[config.mk]
export PLATFORM = sky130hd
export DESIGN_NAME = reception8
export DESIGN_NICKNAME = d
export VERILOG_FILES = /design/src/rtl/reception8_pkg.sv /design/src/rtl/reception8_dwell_timer.sv /design/src/rtl/reception8.sv
export SDC_FILE = /design/constraint.sdc
export NUM_CORES = 1
export LEC_CHECK = 0
export CAP_MARGIN = 0
export CORE_UTILIZATION = 45
export DETAILED_ROUTE_END_ITERATION = 10
export PLACE_DENSITY = 0.69
export SYNTH_ARGS = -nofsm -noshare
export SYNTH_HDL_FRONTEND = slang
export SYNTH_SLANG_ARGS = --single-unit
[constraint.sdc]
create_clock -name iClk -period 1.7 [get_ports iClk]
set_input_delay 0.17 -clock iClk [delete_from_list [all_inputs] [get_ports iClk]]
set_output_delay 0.17 -clock iClk [all_outputs]
set_load 0.05 [all_outputs]
[src/rtl/reception8_pkg.sv]
// Shared definitions for the 8-channel select-line link (receiver FSM states,
// channel count and select width).
package reception8_pkg;
    localparam int NCH   = 8;
    localparam int SEL_W = 3;

    typedef enum logic [1:0] {
        IDLE  = 2'd0,
        SHIFT = 2'd1,
        HOLD  = 2'd2
    } state_e;
endpackage

[src/rtl/reception8_dwell_timer.sv]
// Counts the cycles a channel select has been held; last marks the sample cycle.
module dwell_timer #(
    parameter int DWELL = 2
) (
    input  logic clk,
    input  logic rst_n,
    input  logic clr,
    input  logic en,
    output logic last
);
    localparam int CW = (DWELL > 1) ? $clog2(DWELL) : 1;

    logic [CW-1:0] cnt_q, cnt_d;

    assign last = (cnt_q == CW'(DWELL - 1));

    always_comb begin
        cnt_d = cnt_q;
        if (clr) begin
            cnt_d = '0;
        end else if (en) begin
            cnt_d = last ? '0 : cnt_q + 1'b1;
        end
    end

    always_ff @(posedge clk or negedge rst_n) begin
        if (!rst_n) cnt_q <= '0;
        else        cnt_q <= cnt_d;
    end
endmodule

[src/rtl/reception8.sv]
// Receiver for the transmission8 link: walks the channel select 0..7, samples
// the returned data line per channel and hands a full byte out via valid/ready.
module reception8
    import reception8_pkg::*;
#(
    parameter int DWELL = 2
) (
    input  logic       iClk,
    input  logic       iRst_n,
    input  logic       iStart,
    input  logic       iSerial,
    input  logic       iReady,
    output logic       oA,
    output logic       oB,
    output logic       oC,
    output logic [7:0] oData,
    output logic       oValid,
    output logic       oBusy,
    output logic       oOverrun
);
    state_e             state_q, state_d;
    logic [SEL_W-1:0]   sel_q, sel_d;
    logic [NCH-1:0]     shadow_q, shadow_d;
    logic [NCH-1:0]     data_q, data_d;
    logic               valid_q, valid_d;
    logic               busy_q, busy_d;
    logic               ovr_q, ovr_d;
    logic               tmr_clr, tmr_en, tmr_last;

    // Timer is held clear outside SHIFT so every frame starts on a fresh dwell.
    assign tmr_clr = (state_q != SHIFT);
    assign tmr_en  = (state_q == SHIFT);

    dwell_timer #(.DWELL(DWELL)) u_dwell (
        .clk   (iClk),
        .rst_n (iRst_n),
        .clr   (tmr_clr),
        .en    (tmr_en),
        .last  (tmr_last)
    );

    always_comb begin
        state_d  = state_q;
        sel_d    = sel_q;
        shadow_d = shadow_q;
        data_d   = data_q;
        valid_d  = valid_q;
        ovr_d    = 1'b0;
        case (state_q)
            IDLE: begin
                sel_d = '0;
                if (iStart) state_d = SHIFT;
            end
            SHIFT: begin
                if (iStart) ovr_d = 1'b1;
                if (tmr_last) begin
                    shadow_d[sel_q] = iSerial;
                    if (sel_q == SEL_W'(NCH - 1)) begin
                        // Last channel goes straight into the output word.
                        data_d  = {iSerial, shadow_q[NCH-2:0]};
                        valid_d = 1'b1;
                        sel_d   = '0;
                        state_d = HOLD;
                    end else begin
                        sel_d = sel_q + 1'b1;
                    end
                end
            end
            HOLD: begin
                sel_d = '0;
                if (iReady) begin
                    valid_d = 1'b0;
                    state_d = iStart ? SHIFT : IDLE;
                end else if (iStart) begin
                    ovr_d = 1'b1;
                end
            end
            default: begin
                state_d = IDLE;
                sel_d   = '0;
                valid_d = 1'b0;
            end
        endcase
        busy_d = (state_d != IDLE);
    end

    always_ff @(posedge iClk or negedge iRst_n) begin
        if (!iRst_n) begin
            state_q  <= IDLE;
            sel_q    <= '0;
            shadow_q <= '0;
            data_q   <= '0;
            valid_q  <= 1'b0;
            busy_q   <= 1'b0;
            ovr_q    <= 1'b0;
        end else begin
            state_q  <= state_d;
            sel_q    <= sel_d;
            shadow_q <= shadow_d;
            data_q   <= data_d;
            valid_q  <= valid_d;
            busy_q   <= busy_d;
            ovr_q    <= ovr_d;
        end
    end

    assign oA       = sel_q[2];
    assign oB       = sel_q[1];
    assign oC       = sel_q[0];
    assign oData    = data_q;
    assign oValid   = valid_q;
    assign oBusy    = busy_q;
    assign oOverrun = ovr_q;
endmodule

# ---- Word level (Yosys, flattened, before mapping)
# Cells that the tools add are included.
dict set report classes {
  n_addsub 2
  n_eq_ne 7
  bitwise 1
  n_reduce_logical 7
  order_cmp 2
  n_mux 22
}
# operator count
set op_table {}
lappend op_table {{$mux 1} 10}
lappend op_table {{$mux 3} 3}
lappend op_table {{$bwmux 8} 1}
lappend op_table {{$mux 2} 4}
lappend op_table {{$ne 2x1->1 const B} 3}
lappend op_table {{$pmux 2 s3} 1}
lappend op_table {{$lt 3x4->1 const B} 1}
lappend op_table {{$reduce_and 4->1} 1}
lappend op_table {{$reduce_bool 2->1} 2}
lappend op_table {{$add 3x1->3 const B} 1}
lappend op_table {{$demux 1 s3} 1}
lappend op_table {{$eq 3x3->1 const B} 1}
lappend op_table {{$ge 3x1->1 const B} 1}
lappend op_table {{$pmux 1 s3} 1}
lappend op_table {{$reduce_and 3->1} 1}
lappend op_table {{$eq 2x1->1 const B} 1}
lappend op_table {{$eq 2x2->1 const B} 1}
lappend op_table {{$logic_not 2->1} 1}
lappend op_table {{$ne 2x2->1 const B} 1}
lappend op_table {{$pmux 1 s2} 1}
lappend op_table {{$reduce_and 2->1} 1}
lappend op_table {{$add 1x1->1 const B} 1}
lappend op_table {{$logic_and 1x1->1} 1}
lappend op_table {{$not 1->1} 1}
dict set report totals {
  inputBits 5
  out_inout_bits 14
  reg_bits 25
  elab_cells 49
}

# ---- Logic depth before layout (Yosys ltp)
# Gate-level depths: netlist of run 1.
dict set report depth {
  word_depth 5
  ltp_mapped 7
  mapped_depth_nobuf 6
}

# ---- Modules after synthesis
# From an unflattened synthesis of run 1, not the netlist that was laid out.
dict set report hier_totals {
  hier_cells 87
  hier_area_um2 1149.9
}
# mod cells_each seq_area_each_um2 n_inst area_each_um2
set modules_own_cells {}
lappend modules_own_cells {reception8 84 575.6 1 1112.3}
lappend modules_own_cells {dwell_timer 3 25.0 1 37.5}

# ---- Worst setup path before layout of run 1
# Ideal clock, no wire load.
dict set report synth_path {
  path_type {register -> register}
  startpoint {register sel_q[1]}
  endpoint {register data_q[0], in the netlist oData[0]}
  stages_incl_launch_ff 5
  arrival_ns 1.635
  setup_slack_ns -0.059
  required_ns 1.575
  period_less_slack_ns 1.759
  setup_time_ns 0.125
  n_path_buf 0
  cell_sequence {dfrtp_1 ha_1 ha_1 nand3_2 mux2_2}
}
dict set report synth_via {
  elab_chain_cells 2
}
# item line
set synth_lines {}
lappend synth_lines {{start, declared} reception8.sv:22} ;# logic [SEL_W-1:0] sel_q, sel_d;
lappend synth_lines {{start signal, assigned} reception8.sv:98} ;# sel_q <= sel_d;
lappend synth_lines {{$eq 3x3->1} reception8.sv:58} ;# if (sel_q == SEL_W'(NCH - 1)) begin
lappend synth_lines {{$reduce_and 3->1 (no source line)} n/a}
lappend synth_lines {{end signal, assigned} reception8.sv:100} ;# data_q <= data_d;
lappend synth_lines {{end, declared} reception8.sv:24} ;# logic [NCH-1:0] data_q, data_d;
# No other way between the ends.
# A chain may end at the register's enable or synchronous reset.

# ---- Final worst setup path of run 1
dict set report layout_path {
  startpoint {register data_q[3], in the netlist oData[3]}
  endpoint {output oData[3]}
}
# item line
set layout_rtl {}
lappend layout_rtl {{end, declared} reception8.sv:16} ;# output logic [7:0] oData,
# No word-level cell between the ends.

==> flow_summary.toml, run 1 <==
[sta]
clock.fmax_mhz = 609
clock_skew_ns = 0.00831
slew_headroom = 0.668
fin_crit_ns = 1.64
finalSetupViolCount = 0
setup_tns_ns = 0
maxSlewViolCount = 0
grt_setup_unrepaired = "no"
finalCritPeriodShare = 0.965
hold_viol = 0
worstMarginPinSlew_ns = 0.497

[drt]
drc = 0
wl_um = 1830
drt-pass1-iter-count = 4
viasPerCell = 5.20
detail_route.wl_per_cell_um = 12.9
via_count = 733
drt_iter0_drc = 6
ant_nets = 0

[critical_path]
path_depth = 1
cp.required_ns = 1.53
critPathSlowestCell = "clkdlybuf4s50_1"
critPathBufInv = 1
r2r_cells = 5
end_kind = "primary output"
crit_fanout = 2
cp_cell_sequence = "clkdlybuf4s50_1"
cp_top_family = "buffers and inverters"
critPathMaxStageDelay_ns = 0.80
path_class = "reg2out"
cp.arrival_ns = 1.47
worstSetupStartpointType = "register"

[global_route]
antenna_found_initial = 0
grt_overflow = 0
grt_pass1_wl_um = 3000
grt_use_total = 0.152
first_global_vias = 691
grt_max_degree = 25

[clock_tree]
clock-sinks = 24
root_buffer = "clkbuf_4"
path_clk_slew_ns = 0.12
cts_tree = "done"
ctsLongestPathBuffers = 2
clk_latency_ns = 0.30
cts_max_level = 1
cts_buffers = 3

[synthesis]
synth_common_cells = "dfrtp_1 (24), mux2_2 (13), ha_1 (6)"
syn_area_per_cell_um2 = 13.2
yosysMostFrequentCell = "dfrtp_1"
synth_area_um2 = 1130
ys.flop_type = "dfrtp_1"
synth_warnings = 0
netlist_top_cells_area = "dfrtp_1 (53%), mux2_2 (13%), ha_1 (6.6%)"
synth_top_area_cell = "dfrtp_1"
yosysTopAreaCellShare = 0.530
syn_inst = 86
postSynth.asyncResetShare = 1.00
ys_seq_area_frac = 0.530
synth_cell_type_count = 24
synth_edf_count = 0
synth_seq_cells = 24
syn_nets = 97

[flow_run]
cap_viol_max_count = 0

[placement]
hpwl_um = 1360
gp_congestion = 0.703
place_area_um2 = 1360
port_buffers = 18

[floorplan]
start_util = 0.493
dieArea_um2 = 2720
pin_count = 19
dieWidth_um = 52.2
die_y_um = 52.2
num_rows = 17
core_um2 = 2300

[power]
p_per_area_nw_per_um2 = 1270
p_total_mw = 1.79
ir_drop_uv = 682
p_leak_nw = 0.668

[worst_hold_path]
min-delay-path-class = "in2async"

[finish]
nets = 125
nFillCells = 187
design_area_um2 = 1400
antennaDiodeCount = 0
drive_gt1_frac = 0.319
syn_to_final_growth_pct = 23.6

[outcome]
outcome = "finished, final reports clean"
## logic make-up after synthesis
group / synth area share
and+or+nand+nor: 0.163
DFF: 0.530
muxes: 0.185
adders and majority gates: 0.0662
AOI/OAI and AO/OA: 0.0254
buffers and inverters: 0.0298
## worst paths after layout
path	from	endpoint	slack, ns
max	oData[3]	oData[3]	0.06
min	iRst_n	shadow_q[4]	0.21
max reg2reg	state_q[1]	shadow_q[5]	0.15
min reg2reg	shadow_q[2]	shadow_q[2]	0.51
max in group asynchronous	iRst_n	sel_q[1]	1.24
min in group iClk	shadow_q[2]	shadow_q[2]	0.51
## cells in the final DEF (no fill, tap or decap)
cell             count
ha_1                 5
clkbuf_1             1
nand3b_1             2
dlymetal6s2s_1       1
nand2_1              4
ha_2                 1
nor3b_2              2
clkbuf_4             3
nand2_4              1
nor3_1               2
nand3_2              2
mux2_2              13
dfrtp_1             22
o21ai_0              2
a21oi_1              2
buf_4               10
mux2i_1              3
o22a_1               1
nor2_4               1
mux2_1               3
nor2_1               4
inv_1                2
nand3_1              2
and2b_2              1
nor2b_1              4
or2_1                1
clkdlybuf4s50_1     14
and3_1               2
dfrtp_2              2
## power by group
part	total, mW	internal [mW]	leakage (nW)	switching (mW)
clock	0.244	0.0912	0.0150	0.152
combinational	0.772	0.332	0.343	0.440
sequential	0.770	0.696	0.310	0.0738
## per-stage QoR
stage                     utilization  setup WS [ns]  std cells  hold WS (ns)
after global placement          0.593          0.106        136         0.470
final                           0.610         0.0588        141         0.214
after global routing            0.610        0.00237        141         0.232
after floorplan                     -         0.0725         86        -0.126
after detailed placement        0.593         0.0485        136         0.481
after CTS                       0.605         0.0322        140         0.215
## cell type report
class,instances,area [um2],area share
multi-input combinational,58,502,0.358
inverter,2,7.51,0.00536
tap,28,35.0,0.0250
timing repair buffer,25,228,0.163
sequential,24,603,0.430
clock buffer,4,26.3,0.0188
## registers in the layout, summed over array words and instances (netlist names)
name,count
oBusy,1
oData,8
oOverrun,1
oValid,1
sel_q,3
shadow_q,7
state_q,2
u_dwell.last,1
## what timing repair did
action	CTS	global route
buffers inserted	0	1
endpoints found under the hold margin	0	0
hold buffers	0	0
resized for setup	0	2
endpoints found under the setup margin	0	6
## per-layer routing
metal	up-vias	part of all wire	GRT usage
met5	-	0	0
met4	0	0.010	0.0789
met3	2	0.029	0.0203
met2	16	0.49	0.241
met1	362	0.47	0.201
li1	353	-	-
No activity file was read; power rests on OpenSTA's default activity.
==> run 2: changes to the inputs <==
--- a/config.mk
+++ b/config.mk
@@ -6,9 +6,10 @@
 export NUM_CORES = 1
 export LEC_CHECK = 0
 export CAP_MARGIN = 0
+export CORE_MARGIN = 5
 export CORE_UTILIZATION = 45
 export DETAILED_ROUTE_END_ITERATION = 10
-export PLACE_DENSITY = 0.69
+export DONT_BUFFER_PORTS = 1
 export SYNTH_ARGS = -nofsm -noshare
 export SYNTH_HDL_FRONTEND = slang
 export SYNTH_SLANG_ARGS = --single-unit
==> run 2 against run 1 <==
Compared with the run above:
- non-clock buffer count shrank 15
- sequential cell count is the same
- power shrank 3.5%
- global-route usage shrank 2.8 points
- clock power grew 5%
- hold slack lost 0.18 ns
- worst setup slack gained 0.050 ns
- design area shrank 10%
- clock-buffer cell count is the same
- combinational power shrank 22%
- utilization shrank 9.2 points
- critical endpoint is now oBusy
==> flow_summary.toml, run 2 (synthesized netlist as in run 1, its figures left out) <==
[sta]
fin_ws_ns = 0.109
hold_viol = 0
hold_ws_ns = 0.0294
finalSetupViolCount = 0
clock_skew_ns = 0.0153
clock.fmax_mhz = 628
maxSlewViolCount = 0
slew_headroom = 0.290
finalCritPeriodShare = 0.936
grt_setup_unrepaired = "no"
worstMarginPinSlew_ns = 1.06
fin_crit_ns = 1.59
setup_tns_ns = 0

[worst_hold_path]
holdPathStages = 1
min-delay-path-class = "in2reg"
holdPathEnd = "oOverrun"
min_from = "iStart"

[drt]
drt_iter0_drc = 5
drc = 0
via_count = 668
detail_route.wl_per_cell_um = 14.8
ant_nets = 0
wl_um = 1900
drt-pass1-iter-count = 4
viasPerCell = 5.22

[critical_path]
cp_cell_sequence = "ha_1 -> ha_1 -> nand3_2 -> o21ai_0 -> a21oi_1 -> a21oi_1"
critPathMaxStageDelay_ns = 0.43
rrSetupSlack_ns = 0.11
cp_top_family = "flip-flops"
r2r-start = "sel_q[1]"
cp.required_ns = 1.89
critPathSlowestCell = "dfrtp_2"
worstSetupStartpointType = "register"
path_depth = 6
path_class = "reg2reg"
critPathBufInv = 0
r2r_cells = 6
end_kind = "register"
r2r_end = "oBusy"
crit_fanout = 9
cp.arrival_ns = 1.79

[global_route]
grt_overflow = 0
use_met2 = 0.187
grtUsageMet3 = 0.0238
first_global_vias = 720
grt.busiest_layer = "met2"
antenna_found_initial = 0
grt_use_total = 0.123
grtUsageMet1 = 0.160
grt_max_degree = 25
grt_pass1_wl_um = 3230

[power]
ir_drop_uv = 670
p_leak_nw = 0.591
p_per_area_nw_per_um2 = 1370

[finish]
nets = 110
final_common_cell = "dfrtp_1"
largest_reg_flops = 8
syn_to_final_growth_pct = 11.3
fin_cells = 128
drive_gt1_frac = 0.327
nFillCells = 216
layout.cells.most_common_list = "dfrtp_1 (22), mux2_2 (13), buf_4 (6)"
antennaDiodeCount = 0

[clock_tree]
cts_max_level = 1
clock-sinks = 24
clk_latency_ns = 0.31
ctsLongestPathBuffers = 2
cts_buffers = 3
path_clk_slew_ns = 0.14
root_buffer = "clkbuf_4"
cts_tree = "done"

[placement]
hpwl_um = 1320
placed_cells = 120
dp_slack_ns = 0.0449
gp_congestion = 0.841
port_buffers = 0

[floorplan]
num_rows = 18
dieWidth_um = 60.2
core_um2 = 2430
die_y_um = 60.2
start_util = 0.466
dieArea_um2 = 3620
pin_count = 19

[outcome]
outcome = "finished, final reports clean"

[flow_run]
cap_viol_max_count = 0
## run 2: changes by cell type in the layout (fill, tap and decap cells not counted), sizes merged
cell,change
dlygate4sd3,+4
clkdlybuf4s50,-14
buf,-4
dlymetal6s2s,-1
## run 2: worst max path at each step
stage	startpoint	end	slack [ns]
final	sel_q[1]	oBusy	0.11
after CTS	state_q[1]	shadow_q[5]	0.03
after global placement	state_q[1]	shadow_q[1]	0.07
after global routing	sel_q[1]	oBusy	0.006
after detailed placement	state_q[1]	shadow_q[5]	0.04
after floorplan	sel_q[2]	oData[0]	0.07
## run 2: repair_timing
| action | in CTS | in global routing |
|---|---|---|
| resized for setup | 0 | 1 |
| hold buffers | 3 | 1 |
| buffers inserted | 0 | 0 |
| setup endpoints to repair | 0 | 12 |
| endpoints found under the hold margin | 30 | 1 |
## run 2: layout make-up
class	instances	area [um2]	area share
sequential	24	603	0.478
multi-input combinational	58	502	0.398
timing repair buffer	10	85.1	0.0675
tap	30	37.5	0.0298
clock buffer	4	26.3	0.0208
inverter	2	7.51	0.00595
## run 2: worst reg2reg max path, stage by stage (launching register included)
cell	delay, ns
dfrtp_2	0.43
ha_1	0.20
ha_1	0.22
nand3_2	0.22
o21ai_0	0.14
a21oi_1	0.18
a21oi_1	0.09
## run 2: per-stage QoR
| stage | util | power, mW | area (um2) |
|---|---|---|---|
| floorplan | - | 1.36 | 1140 |
| global placement | 0.490 | 1.45 | 1190 |
| detailed placement | 0.490 | 1.46 | 1190 |
| CTS | 0.513 | 1.74 | 1250 |
| global route | 0.519 | 1.83 | 1260 |
| finish | 0.519 | 1.72 | 1260 |
## run 2: report_power, final
| part | leakage (nW) | internal [mW] | switching (mW) |
|---|---|---|---|
| registers | 0.310 | 0.695 | 0.171 |
| clock network | 0.0150 | 0.0914 | 0.166 |
| logic | 0.266 | 0.267 | 0.333 |
| total | 0.591 | 1.05 | 0.670 |
## run 2: per-layer routing
| layer | part of all wire | vias up |
|---|---|---|
| met5 | 0 | - |
| met4 | 0.018 | 0 |
| met3 | 0.053 | 2 |
| met2 | 0.48 | 14 |
| met1 | 0.45 | 333 |
| li1 | - | 319 |
